**config.mk**
```make
export PLATFORM = sky130hd
export DESIGN_NAME = prog_loader_flat
export DESIGN_NICKNAME = d
export VERILOG_FILES = /design/src/rtl/prog_loader_if.sv /design/src/rtl/prog_loader.sv /design/src/flat_wrapper.sv
export SDC_FILE = /design/constraint.sdc
export NUM_CORES = 1
export LEC_CHECK = 0
export BUFFER_PORTS_ARGS = -buffer_cell sky130_fd_sc_hd__buf_2
export CORE_MARGIN = 2
export CORE_UTILIZATION = 46
export DETAILED_ROUTE_END_ITERATION = 6
export HOLD_SLACK_MARGIN = 0.06
export PLACE_DENSITY = 0.75
export SETUP_SLACK_MARGIN = 0.02
export SYNTH_ARGS = -nofsm -noshare
export SYNTH_HDL_FRONTEND = slang
export SYNTH_SLANG_ARGS = --single-unit
```
**constraint.sdc**
```tcl
create_clock -name clock -period 2 [get_ports clock]
set_clock_uncertainty 0.2 [all_clocks]
set_input_delay 0.2 -clock clock [delete_from_list [all_inputs] [get_ports clock]]
set_output_delay 0.2 -clock clock [all_outputs]
set_load 0.03 [all_outputs]
```
**src/rtl/prog_loader_if.sv**
```systemverilog
// Program-loader bus bundle: upstream word stream, RAM write port and
// processor control. The host/bench side uses the master modport; the loader
// itself uses the slave modport.
interface prog_loader_if #(
    parameter int WIDTH  = 6,
    parameter int AWIDTH = 4
);
    logic              start;
    logic              in_valid;
    logic [WIDTH-1:0]  in_data;
    logic              in_ready;
    logic [AWIDTH-1:0] mem_addr;
    logic [WIDTH-1:0]  mem_data;
    logic              mem_drive;
    logic              mem_wr_n;
    logic              cpu_reset;
    logic              done;
    logic              error;

    modport master (
        output start, in_valid, in_data,
        input  in_ready, mem_addr, mem_data, mem_drive, mem_wr_n,
        input  cpu_reset, done, error
    );

    modport slave (
        input  start, in_valid, in_data,
        output in_ready, mem_addr, mem_data, mem_drive, mem_wr_n,
        output cpu_reset, done, error
    );
endinterface

```
**src/rtl/prog_loader.sv**
```systemverilog
// Program loader: receives 2**AWIDTH words over a valid/ready stream and
// writes each into an external RAM with a two-cycle write (strobe low, then
// strobe high with address/data held). The processor is held in reset until
// the load completes.
// Optional build macro PROG_LOADER_CHECKSUM_EN: after the last word, one extra
// word is received and compared with the running sum of all loaded words.
module prog_loader #(
    parameter int WIDTH  = 6,
    parameter int AWIDTH = 4
) (
    input  logic         clock,
    input  logic         reset,
    prog_loader_if.slave bus
);

`ifdef PROG_LOADER_CHECKSUM_EN
    typedef enum logic [2:0] {
        S_IDLE, S_RECV, S_WRITE, S_STROBE, S_CHECK, S_DONE, S_ERROR
    } state_t;
`else
    typedef enum logic [2:0] {
        S_IDLE, S_RECV, S_WRITE, S_STROBE, S_DONE
    } state_t;
`endif

    state_t            state_q, state_d;
    logic [AWIDTH-1:0] cnt_q, cnt_d;
    logic [WIDTH-1:0]  word_q, word_d;
`ifdef PROG_LOADER_CHECKSUM_EN
    logic [WIDTH-1:0]  acc_q, acc_d;
`endif

    // State, word counter, latched word and checksum registers
    always_ff @(posedge clock) begin
        if (reset) begin
            state_q <= S_IDLE;
            cnt_q   <= '0;
            word_q  <= '0;
`ifdef PROG_LOADER_CHECKSUM_EN
            acc_q   <= '0;
`endif
        end else begin
            state_q <= state_d;
            cnt_q   <= cnt_d;
            word_q  <= word_d;
`ifdef PROG_LOADER_CHECKSUM_EN
            acc_q   <= acc_d;
`endif
        end
    end

    // Next-state logic: accept a word, write it, strobe it, advance
    always_comb begin
        state_d = state_q;
        cnt_d   = cnt_q;
        word_d  = word_q;
`ifdef PROG_LOADER_CHECKSUM_EN
        acc_d   = acc_q;
`endif
        case (state_q)
            S_IDLE: begin
                if (bus.start) begin
                    state_d = S_RECV;
                    cnt_d   = '0;
`ifdef PROG_LOADER_CHECKSUM_EN
                    acc_d   = '0;
`endif
                end
            end
            S_RECV: begin
                if (bus.in_valid) begin
                    word_d  = bus.in_data;
`ifdef PROG_LOADER_CHECKSUM_EN
                    acc_d   = acc_q + bus.in_data;
`endif
                    state_d = S_WRITE;
                end
            end
            S_WRITE: begin
                state_d = S_STROBE;
            end
            S_STROBE: begin
                // The counter saturates at the last address; only a restart
                // brings it back to zero.
                if (cnt_q == '1) begin
`ifdef PROG_LOADER_CHECKSUM_EN
                    state_d = S_CHECK;
`else
                    state_d = S_DONE;
`endif
                end else begin
                    cnt_d   = cnt_q + AWIDTH'(1);
                    state_d = S_RECV;
                end
            end
`ifdef PROG_LOADER_CHECKSUM_EN
            S_CHECK: begin
                // The checksum word is compared only, never written to RAM.
                if (bus.in_valid) begin
                    state_d = (bus.in_data == acc_q) ? S_DONE : S_ERROR;
                end
            end
            S_ERROR: begin
                if (bus.start) begin
                    state_d = S_RECV;
                    cnt_d   = '0;
                    acc_d   = '0;
                end
            end
`endif
            S_DONE: begin
                if (bus.start) begin
                    state_d = S_RECV;
                    cnt_d   = '0;
`ifdef PROG_LOADER_CHECKSUM_EN
                    acc_d   = '0;
`endif
                end
            end
            default: begin
                state_d = S_IDLE;
            end
        endcase
    end

    // Output decode: strobe low only in WRITE, bus driven in WRITE and STROBE
    always_comb begin
        bus.in_ready  = 1'b0;
        bus.mem_addr  = cnt_q;
        bus.mem_data  = word_q;
        bus.mem_drive = 1'b0;
        bus.mem_wr_n  = 1'b1;
        bus.cpu_reset = 1'b1;
        bus.done      = 1'b0;
        bus.error     = 1'b0;
        case (state_q)
            S_RECV:   bus.in_ready = 1'b1;
            S_WRITE: begin
                bus.mem_drive = 1'b1;
                bus.mem_wr_n  = 1'b0;
            end
            S_STROBE: bus.mem_drive = 1'b1;
            S_DONE: begin
                bus.done      = 1'b1;
                bus.cpu_reset = 1'b0;
            end
`ifdef PROG_LOADER_CHECKSUM_EN
            S_CHECK:  bus.in_ready = 1'b1;
            S_ERROR:  bus.error    = 1'b1;
`endif
            default: ;
        endcase
    end

endmodule

```
**src/flat_wrapper.sv**
```systemverilog
// flat-port wrapper written by rule: the top's interface ports become plain ports
module prog_loader_flat 
#(
    parameter int WIDTH  = 6,
    parameter int AWIDTH = 4
)
  (clock, reset, bus_start, bus_in_valid, bus_in_data, bus_in_ready, bus_mem_addr, bus_mem_data, bus_mem_drive, bus_mem_wr_n, bus_cpu_reset, bus_done, bus_error);
  prog_loader_if #(.WIDTH(WIDTH), .AWIDTH(AWIDTH)) bus_i ();
  input  logic clock;
  input  logic reset;
  input wire logic [$bits(bus_i.start)-1:0] bus_start;
  input wire logic [$bits(bus_i.in_valid)-1:0] bus_in_valid;
  input wire logic [$bits(bus_i.in_data)-1:0] bus_in_data;
  output wire logic [$bits(bus_i.in_ready)-1:0] bus_in_ready;
  output wire logic [$bits(bus_i.mem_addr)-1:0] bus_mem_addr;
  output wire logic [$bits(bus_i.mem_data)-1:0] bus_mem_data;
  output wire logic [$bits(bus_i.mem_drive)-1:0] bus_mem_drive;
  output wire logic [$bits(bus_i.mem_wr_n)-1:0] bus_mem_wr_n;
  output wire logic [$bits(bus_i.cpu_reset)-1:0] bus_cpu_reset;
  output wire logic [$bits(bus_i.done)-1:0] bus_done;
  output wire logic [$bits(bus_i.error)-1:0] bus_error;
  assign bus_i.start = bus_start;
  assign bus_i.in_valid = bus_in_valid;
  assign bus_i.in_data = bus_in_data;
  assign bus_in_ready = bus_i.in_ready;
  assign bus_mem_addr = bus_i.mem_addr;
  assign bus_mem_data = bus_i.mem_data;
  assign bus_mem_drive = bus_i.mem_drive;
  assign bus_mem_wr_n = bus_i.mem_wr_n;
  assign bus_cpu_reset = bus_i.cpu_reset;
  assign bus_done = bus_i.done;
  assign bus_error = bus_i.error;
  prog_loader #(.WIDTH(WIDTH), .AWIDTH(AWIDTH)) u_core (.clock(clock), .reset(reset), .bus(bus_i));
endmodule
```
# Word-level counts from Yosys, hierarchy flattened

Index checks and enable logic that the tools add are counted.

Add/subtract/negate cells: 1
Equal/unequal tests: 8
Muxes and demuxes: 12
Reduce and logical (&&, ||, !) cells: 7

Operator list:

| kind                                                                     | number |
|---|---|
| 3-bit one-hot mux with 4 select lines                                    | 1 |
| 3-bit two-way mux                                                        | 3 |
| 4-bit two-way mux                                                        | 2 |
| 4-bit one-hot mux with 2 select lines                                    | 1 |
| 3-bit by 2-bit == test with 1-bit output (second input constant)         | 2 |
| 1-bit two-way mux                                                        | 5 |
| 4-bit by 1-bit adder with 4-bit output (second input constant)           | 1 |
| 4-bit == test (second input constant)                                    | 1 |
| 2-bit inequality test (second input constant)                            | 2 |
| 2-bit AND reduction                                                      | 2 |
| 2-bit OR reduction                                                       | 2 |
| 3-bit by 1-bit == test with 1-bit output (second input constant)         | 1 |
| 3-bit == test (second input constant)                                    | 1 |
| 3-bit zero test                                                          | 1 |
| 3-bit AND reduction                                                      | 1 |
| 2-bit by 1-bit inequality test with 1-bit output (second input constant) | 1 |
| 2-bit nonzero test                                                       | 1 |

Bits in registers: 13
Input port bits: 10
Output and inout port bits: 16
Word-level logic and storage cells: 31

# Logic depth before layout (Yosys ltp)

Gate-level depths: netlist of run 1.

Depth in word-level cells: 4
Mapped depth: 5
Gate-level depth less buffers: 4

# Least setup slack after synthesis of run 1

Ideal clock, no wire load.

Path type: register to register
From: register u_core.cnt_q[0], in the netlist u_core.bus.mem_addr[0]
To: register u_core.cnt_q[0], in the netlist u_core.bus.mem_addr[0]
Arrival: 1.460 ns
Setup slack: 0.268 ns
Cell stages (with the launch flop): 6
Path buffers: 1
Period minus slack after synthesis: 1.732 ns
Path through: dfxtp_1 ha_1 and3_1 buf_2 or3_1 a21oi_1

Cells in the longest elaborated chain, start to end: 3
Elaborated cells between the ends (all ways): 6

RTL lines:

| item                                                                         | RTL line                             | source |
|---|---|---|
| start, declared                                                              | prog_loader.sv:27                    | `logic [AWIDTH-1:0] cnt_q, cnt_d;` |
| start signal, assigned                                                       | prog_loader.sv:44                    | `cnt_q <= cnt_d;` |
| 4-bit by 1-bit adder with 4-bit output or 4-bit == test (tied branches)      | prog_loader.sv:92, prog_loader.sv:85 |  |
| 4-bit two-way mux or 2-bit inequality test (tied branches)                   | n/a                                  |  |
| 4-bit one-hot mux with 2 select lines or 3-bit AND reduction (tied branches) | n/a                                  |  |

Parallel ways exist; a longest one is shown, timed or not. The select of a mux whose other input is x is not followed.
A chain may end at the register's enable or synchronous reset.

# Worst setup path in the final report of run 1

From: register u_core.state_q[1]
To: output bus_mem_wr_n

Cells in the longest elaborated chain, start to end: 2

RTL lines:

| item                                     | RTL line           | source |
|---|---|---|
| start, declared                          | prog_loader.sv:26  | `state_t state_q, state_d;` |
| start signal, assigned                   | prog_loader.sv:43  | `state_q <= state_d;` |
| 3-bit by 2-bit == test with 1-bit output | prog_loader.sv:136 | `case (state_q)` |
| 1-bit two-way mux                        | prog_loader.sv:136 |  |
| end, declared                            | flat_wrapper.sv:18 | `output wire logic [$bits(bus_i.mem_wr_n)-1:0] bus_mem_wr_n;` |

Every way passes these cells.

==> results of run 1 <==
final timing paths:
| check | start | to | cells past startpoint |
|---|---|---|---|
| min reg2reg | u_core.bus.mem_data[0]$_SDFFE_PP0P_ | u_core.bus.mem_data[0]$_SDFFE_PP0P_ | 2 |
| max | u_core.state_q[1]$_SDFFE_PP0P_ | bus_mem_wr_n | 4 |
| max reg2reg | u_core.state_q[0]$_SDFFE_PP0P_ | u_core.bus.mem_addr[3]$_SDFFE_PP0P_ | 3 |
| min | reset | u_core.state_q[0]$_SDFFE_PP0P_ | 2 |
cells in the final DEF (no fill, tap or decap), types with 2 or more instances in the layout:
cell | synthesis | routed
nand2b_1 | 4 | 4
dfxtp_1 | 13 | 13
a31oi_1 | 2 | 2
nor3_1 | 2 | 2
o21ai_0 | 2 | 2
buf_2 | 1 | 24
a21oi_1 | 2 | 2
o211ai_1 | 2 | 2
clkbuf_4 | 0 | 3
mux2i_1 | 7 | 7
nand2_1 | 2 | 2
nor2_1 | 9 | 9
inv_1 | 2 | 2
a211oi_1 | 2 | 2
dlygate4sd3_1 | 0 | 7
critical path, delay by kind of cell, from the launching register on:
family	cells	cell delay [ns]
buf+inv	2	0.34
flops	1	0.56
simple gates	2	0.20
kinds of logic after synthesis:
kind of cell,count (synthesis)
compound gates,15
fa+ha+maj,1
buf+inv,8
flops,13
mux,8
other cells,1
simple gates,27
through the flow:
step,cell area [sq um],util,setup WS (ns)
floorplan,694.4,-,0.2685
global route,892.1,0.6136,0.08937
CTS,892.1,0.6136,0.2360
finish,892.1,0.6136,0.2354
detailed placement,795.8,0.5473,0.3511
global placement,795.8,0.5473,0.3659
report_power, final:
| group | switching (uW) | internal (uW) |
|---|---|---|
| clock network | 82.1 | 77.1 |
| logic | 73.8 | 61.1 |
| registers | 19.6 | 270 |
| total | 176 | 408 |
registers in the layout (all words and copies together) (netlist names):
name,cells
u_core.state_q,3
u_core.bus.mem_data,6
u_core.bus.mem_addr,4
per-layer routing:
metal  GRT usage  share of wire  vias to the layer above
li1            -              -                      326
met1      0.2083           0.45                      302
met3     0.05106          0.041                        2
met4     0.05625         0.0077                        0
met5           0              0                        -
met2      0.2758           0.50                       14
area by class of cell:
type	instances	area, sq um
clock buffer	4	26.28
fill	141	561.8
inverter	2	7.507
multi-input combinational	52	380.4
sequential	13	260.3
tap	16	20.02
timing repair buffer	32	197.7
==> key figures, run 1 <==
Placed design
  • DP HPWL: 958.4 um
  • GP Congestion: 0.8184
  • Port Buffer Count: 24
  • Inst Count DP: 108

Setup path
  • CP Capture Type: primary output
  • WP data arrival: 1.36 ns
  • Critical-path cell list: nand2b_1 -> inv_1 -> nand2b_1 -> buf_2
  • Reg2reg setup slack: 0.33 ns
  • Crit Path Category: reg -> out
  • Critical path's slowest cell: dfxtp_1
  • Cell mode on critical path: nand2b_1
  • Worst Setup Start Kind: register
  • Crit-path max cell delay: 0.56 ns
  • CP max FO: 10
  • Critical path required time: 1.60 ns

Cells and area
  • Share of layout cells above drive strength 1: 0.3301
  • Area growth, synth to finish: 28.47%
  • Layout net count: 115
  • # diodes: 0
  • Fin cells: 119

Timing
  • Crit path time final: 1.765 ns
  • Setup TNS: 0 ns
  • Maximum clock rate: 0.5667 GHz
  • Final Max Tran Viols: 0
  • Final setup vio count: 0
  • Final Cycle Share: 0.8823
  • WHS: 0.07384 ns
  • Hold Fails Final Rpt: 0
  • RSZ-0062 raised after global routing: no

Clocking
  • Hold-fix buffer count after cts: 7
  • Worst-Skew Late Latency: 0.27 ns
  • Clock tree sinks: 13
  • CTS tree: done
  • CTS buffer count: 3
  • # Post-CTS Setup Buffers: 0
  • Root buffer cell: clkbuf_4
  • CTS H-tree lvls: 1
  • Worst-path clk slew: 0.08 ns
  • Max clock buf depth: 2
  • Cts repair resizes: 0

Synth
  • Post-Synthesis Net Count: 84
  • Synth cell count leaders: dfxtp_1 (13), nor2_1 (9), mux2i_1 (7)
  • Ys Warns: 0
  • Top FF cell, synth: dfxtp_1
  • Simple-gate share of the synthesized area: 0.2450
  • Largest family of logic cells by synthesized area: simple AND/OR/NAND/NOR gates
  • Post-synthesis mux area share: 0.1171
  • Synth Area in XOR/XNOR: 0
  • Synth Register Bits: 13
  • Sequential share of the synthesized area: 0.3748
  • Synth area leaders: dfxtp_1 (37%), mux2i_1 (10%), nor2_1 (4.9%)
  • EDFF count, synth: 0
  • Count of cell types in the netlist: 34
  • Post-synth top area cell: dfxtp_1
  • Post-synth ARST share: 0
  • Syn Inst Count: 73
  • Adder-cell share of the synthesized area: 0.01802
  • Compound-Gate Fraction of Synth Area: 0.1622
  • Share of Yosys cell area claimed by the top area cell type: 0.3748
  • Post-synth design cell area: 694.4 sq um
  • Synth Area per Inst: 9.513 sq um
  • Dominant cell by count in the synthesized netlist: dfxtp_1

Power and ir drop
  • Peak supply drop: 0.0005896 V
  • Total power: 583.6 uW
  • Leak pwr: 0.0004157 uW
  • Power per standard cell area: 654.2 mW/mm^2

Detailed routing
  • Vias/cell: 5.412
  • Routed wire length: 1435 um
  • Final ANT Viol Nets: 0
  • DR DRC count: 0
  • Initial DRC count: 16
  • Pre-antenna DRT Iters: 4
  • Drt wl/cell: 12.06 um
  • Total number of vias: 644

Flow run
  • MaxCap Viol Count: 0

Global routing
  • First-pass GRT wire length: 2325 um
  • Remaining Overflow, GRT: 0
  • Initial antenna violation count: 0
  • Number of global-route vias before repair: 541
  • Largest net degree at the start of global routing: 16
  • Total GRT Usage: 0.1686

Floorplanning
  • FP Rows: 14
  • Die X: 42.86 um
  • Top Ports: 26
  • Core area: 0.001454 sq mm
  • Die height: 42.86 um
  • Full die area: 0.001837 sq mm
  • Initial core utilization: 0.4776

Hold path
  • Worst min path class: in -> reg

Status
  • Status: complete, no violations
(Power assumes the default switching activity.)
==> run 2, diff against run 1 <==
- ABC_AREA: default -> 1
- PLACE_DENSITY: 0.75 -> 0.76
==> key figures, run 2 <==
Timing
  • Hold Fails Final Rpt: 0
  • Final setup vio count: 0
  • Crit path time final: 1.687 ns
  • Final Max Tran Viols: 0
  • Final Cycle Share: 0.8434
  • RSZ-0062 raised after global routing: no
  • Maximum clock rate: 0.5928 GHz
  • Setup TNS: 0 ns

Placed design
  • Port Buffer Count: 24
  • Inst Count DP: 136
  • DP HPWL: 1096 um
  • GP Congestion: 0.8678

Setup path
  • Crit Path Category: reg -> out
  • Critical path required time: 1.60 ns
  • WP data arrival: 1.29 ns
  • Critical path's slowest cell: dfxtp_1
  • CP Capture Type: primary output
  • Reg2reg setup slack: 0.52 ns
  • Crit-path max cell delay: 0.49 ns
  • Critical-path cell list: inv_1 -> nand2_1 -> nor2_1 -> inv_1 -> buf_2
  • Worst Setup Start Kind: register
  • CP max FO: 7
  • Cell mode on critical path: inv_1

Flow run
  • MaxCap Viol Count: 0

Floorplanning
  • Top Ports: 26
  • FP Rows: 13
  • Core area: 0.001334 sq mm
  • Die X: 42.15 um
  • Die height: 42.15 um
  • Initial core utilization: 0.5019
  • Full die area: 0.001776 sq mm

Power and ir drop
  • Peak supply drop: 0.0004439 V
  • Power per standard cell area: 785.5 mW/mm^2
  • Leak pwr: 0.0004621 uW
  • Total power: 704.7 uW

Synth
  • Post-Synthesis Net Count: 109
  • Post-synth design cell area: 669.4 sq um
  • Synth Area per Inst: 6.831 sq um
  • Ys Warns: 0
  • Top FF cell, synth: dfxtp_1
  • Syn Inst Count: 98
  • Synth area leaders: dfxtp_1 (39%), nand2_1 (12%), nor2_1 (11%)
  • Post-synth top area cell: dfxtp_1
  • EDFF count, synth: 0
  • Sequential share of the synthesized area: 0.3888
  • Synth Register Bits: 13
  • Post-synth ARST share: 0
  • Share of Yosys cell area claimed by the top area cell type: 0.3888
  • Synth cell count leaders: nand2_1 (21), nor2_1 (19), dfxtp_1 (13)
  • Dominant cell by count in the synthesized netlist: nand2_1
  • Count of cell types in the netlist: 21

Cells and area
  • Filler cell count in the final layout: 132
  • Layout net count: 144
  • Share of layout cells above drive strength 1: 0.2652
  • Fin cells: 147
  • Multi-input logic area: 352.8 sq um
  • Area growth, synth to finish: 34.02%
  • # diodes: 0
  • Max FFs per register: 6
  • Reg area: 260.3 sq um
  • Commonest non-fill, non-tap cell in the layout: buf_2
  • Most frequent cells in the layout: buf_2 (24), nand2_1 (21), nor2_1 (19)

Detailed routing
  • Vias/cell: 4.741
  • Total number of vias: 697
  • Routed wire length: 1389 um
  • DR DRC count: 0
  • Drt wl/cell: 9.449 um
  • Pre-antenna DRT Iters: 3
  • Initial DRC count: 3
  • Final ANT Viol Nets: 0

Clocking
  • Worst-path clk slew: 0.07 ns
  • Clock tree sinks: 13
  • # Post-CTS Setup Buffers: 0
  • CTS buffer count: 3
  • Max clock buf depth: 2
  • CTS tree: done
  • Worst-Skew Late Latency: 0.26 ns
  • Root buffer cell: clkbuf_4
  • CTS H-tree lvls: 1

Global routing
  • First-pass GRT wire length: 2401 um
  • Number of global-route vias before repair: 603
  • Remaining Overflow, GRT: 0
  • Largest net degree at the start of global routing: 10
  • Initial antenna violation count: 0
  • Total GRT Usage: 0.1791

Status
  • Status: complete, no violations

Hold path
  • Worst min path class: in -> reg
==> run 2: changes by cell type after synthesis, moves of 3 or more <==
cell	delta
mux2i_1	-7
nand2_1	+19
o21ai_1	+6
a21oi_1	+5
nand2b_1	-4
nor2_1	+10
inv_2	+3
nand3_1	+5
inv_1	+8
==> run 2: cells by family after synthesis <==
group | share of synthesized area
flip-flops | 0.3888
buffers and inverters | 0.08412
adder cells (fa/ha/maj) | 0.01869
AO/OA/AOI/OAI | 0.1159
other | 0.005602
AND/OR/NAND/NOR | 0.3870
==> run 2: worst paths after layout <==
path | start | to | depth (start not counted)
setup / recovery | u_core.state_q[1]$_SDFFE_PP0P_ | bus_cpu_reset | 5
setup reg to reg | u_core.bus.mem_addr[0]$_SDFFE_PP0P_ | u_core.bus.mem_addr[1]$_SDFFE_PP0P_ | 8
hold / removal | bus_in_valid | u_core.state_q[0]$_SDFFE_PP0P_ | 4
hold reg to reg | u_core.bus.mem_data[4]$_SDFFE_PP0P_ | u_core.bus.mem_data[4]$_SDFFE_PP0P_ | 2
==> run 2: area by class of cell <==
type,instances,area share
multi-input cells,71,0.3933
clock buffers,4,0.02929
inverters,13,0.05439
well taps,15,0.02092
repair buffers,31,0.2120
flip-flops and latches,13,0.2901
==> run 2: power breakdown <==
| part | switching [uW] | internal [uW] |
|---|---|---|
| Sequential | 26.7 | 286 |
| Combinational | 159 | 81.6 |
| Clock | 74.1 | 77.1 |
==> run 2: timing repair <==
action | 4_1_cts | 5_1_grt
endpoints found under the hold margin | 10 | 0
resized for setup | 0 | 0
hold buffers | 7 | 0
==> run 2: through the flow <==
stage / util / instance area (sq um) / worst slack, ns / hold WS (ns)
after floorplan: - / 669.4 / 0.3318 / 0.06907
after global placement: 0.6004 / 800.8 / 0.5647 / 0.2174
after detailed placement: 0.6004 / 800.8 / 0.5224 / 0.2208
after CTS: 0.6726 / 897.1 / 0.3009 / 0.09351
after global routing: 0.6726 / 897.1 / 0.1919 / 0.1580
final: 0.6726 / 897.1 / 0.3132 / 0.1066
==> run 2: critical path, delay by kind of cell (launching register included) <==
family        cells  cell delay [ns]
buf+inv           3             0.31
flops             1             0.49
simple gates      2             0.22
==> run 2: metal layers <==
layer  vias to the layer above  part of all wire  global-route usage
met5                         -                 0                   0
met4                         0             0.010             0.09375
met3                         2             0.053             0.05603
met2                        20              0.48              0.2938
met1                       296              0.46              0.2080
li1                        379                 -                   -
==> run 3, diff against run 2 <==
- CORE_UTILIZATION: 46 -> 41
- PLACE_DENSITY: 0.76 -> 0.72
- clock period: 2 -> 1.46 ns (I/O delays scaled with it)
==> key figures, run 3 (synthesis results as in run 2) <==
Global routing
  • Number of global-route vias before repair: 659
  • Largest net degree at the start of global routing: 10
  • Remaining Overflow, GRT: 0
  • First-pass GRT wire length: 2649 um
  • Total GRT Usage: 0.1849
  • Initial antenna violation count: 0

Floorplanning
  • Full die area: 0.001972 sq mm
  • Initial core utilization: 0.4392
  • FP Rows: 14
  • Die X: 44.41 um
  • Core area: 0.001524 sq mm
  • Top Ports: 26
  • Die height: 44.41 um

Detailed routing
  • Vias/cell: 5.078
  • Final ANT Viol Nets: 0
  • DR DRC count: 0
  • Total number of vias: 782
  • Routed wire length: 1829 um
  • Pre-antenna DRT Iters: 4
  • Drt wl/cell: 11.88 um
  • Initial DRC count: 19

Setup path
  • Worst R2R Path Depth: 7
  • Crit-path max cell delay: 0.40 ns
  • Cell family with most CP delay: flip-flops
  • Worst Setup Start Kind: register
  • Buf/Inv on CP: 2
  • WP data arrival: 1.08 ns
  • Reg2reg setup slack: 0.05 ns
  • Crit path from: u_core.state_q[0]$_SDFFE_PP0P_
  • CP max FO: 5
  • Reg2reg start: u_core.state_q[0]$_SDFFE_PP0P_
  • Crit Path Category: reg -> out
  • Capturing point of the worst reg2reg path: u_core.bus.mem_addr[3]$_SDFFE_PP0P_
  • Critical-path cell list: inv_6 -> nor3_4 -> buf_6
  • Critical path's slowest cell: dfxtp_4
  • Critical path required time: 1.11 ns
  • CP Capture Type: primary output

Clocking
  • CTS H-tree lvls: 1
  • Worst-Skew Late Latency: 0.27 ns
  • CTS buffer count: 3
  • Root buffer cell: clkbuf_4
  • Max clock buf depth: 2
  • CTS tree: done
  • Clock tree sinks: 13
  • Worst-path clk slew: 0.07 ns

Placed design
  • Port Buffer Count: 24
  • GP Congestion: 0.8451
  • DP HPWL: 1086 um

Cells and area
  • Area growth, synth to finish: 60.00%
  • Most frequent cells in the layout: buf_2 (20), nand2_1 (17), nor2_1 (16)
  • # diodes: 0
  • Layout net count: 150
  • Max FFs per register: 6
  • Layout Utilization: 0.7028
  • Share of layout cells above drive strength 1: 0.4275
  • Commonest non-fill, non-tap cell in the layout: buf_2

Hold path
  • Hold_sp: bus_start
  • Worst min path class: in -> reg
  • Worst Hold End: u_core.state_q[0]$_SDFFE_PP0P_
  • Hold Crit Depth: 5

Timing
  • RSZ-0062 raised after global routing: yes
  • WHS: 0.1156 ns
  • Hold Fails Final Rpt: 0
  • Maximum clock rate: 0.7010 GHz
  • Final setup vio count: 0
  • Crit path time final: 1.427 ns
  • Final Max Tran Viols: 0
  • Final Cycle Share: 0.9771

Power and ir drop
  • Leak pwr: 0.0005128 uW
  • Power per standard cell area: 1014 mW/mm^2
  • Switch share: 0.3841
  • Sequential fraction of design power: 0.407
  • Peak supply drop: 0.0006363 V
  • Internal Power: 668.8 uW
  • Psw: 417.1 uW
  • Combinational cell fraction of total power: 0.397
  • Clock power frac: 0.196

Status
  • Status: complete, no violations

Flow run
  • MaxCap Viol Count: 0
run 3: cell types whose count changed in the layout (fill, tap and decap cells not counted), sizes merged:
cell         before  now
buf              24   29
dlygate4sd3       7    8
run 3: what timing repair did:
item / in CTS / in global routing
endpoints found under the setup margin: 5 / 9
hold buffers: 8 / 0
pin swaps: 2 / 5
resized for setup: 10 / 23
buffers inserted: 2 / 2
endpoints found under the hold margin: 10 / 0
run 3: how the worst max path moves through the flow:
stage                                                to  depth (start not counted)
floorplan           u_core.bus.mem_data[0]$_SDFFE_PP0P_                          7
global placement    u_core.bus.mem_addr[1]$_SDFFE_PP0P_                          7
detailed placement  u_core.bus.mem_addr[3]$_SDFFE_PP0P_                          8
CTS                                       bus_cpu_reset                          5
global route        u_core.bus.mem_addr[3]$_SDFFE_PP0P_                          8
finish                                     bus_in_ready                          3
run 3: worst register-to-register path, stage by stage (launching register included):
cell     delay (ns)
dfxtp_4        0.38
buf_4          0.15
nor2_4         0.17
nand2_4        0.10
nand3_4        0.12
nand2_1        0.07
nand2_1        0.07
nor2_2         0.04
run 3: cell type report:
class	count	area (sq um)
well taps	16	20.02
clock buffers	4	26.28
repair buffers	37	259.0
flip-flops and latches	13	279.0
fillers	121	452.9
inverters	13	58.81
multi-input cells	71	427.9
run 3: metal layers:
metal	vias to the layer above	routed length (um)	track usage
li1	391	-	-
met1	350	734	0.2183
met2	37	948	0.3176
met3	4	115	0.02449
met4	0	30	0.1091
met5	-	0	0
run 3: power groups by stage:
stage / clock, uW / sequential [uW] / combinational [uW]
floorplan: 0 / 498 / 182
global placement: 0 / 440 / 318
detailed placement: 0 / 441 / 320
CTS: 223 / 432 / 358
global route: 236 / 448 / 468
finish: 213 / 442 / 432
run 3: stage by stage:
step / power [uW] / area (sq um) / worst slack [ns] / TNS [ns] / instances
global placement: 757.6 / 825.8 / 0.06587 / 0 / 138
global route: 1152 / 1071 / -0.01999 / -0.06909 / 154
finish: 1086 / 1071 / 0.03345 / 0 / 154
floorplan: 679.9 / 685.7 / -0.01598 / -0.09589 / 98
CTS: 1013 / 972.2 / 0.01285 / 0 / 152
detailed placement: 761.2 / 825.8 / 0.04306 / 0 / 138
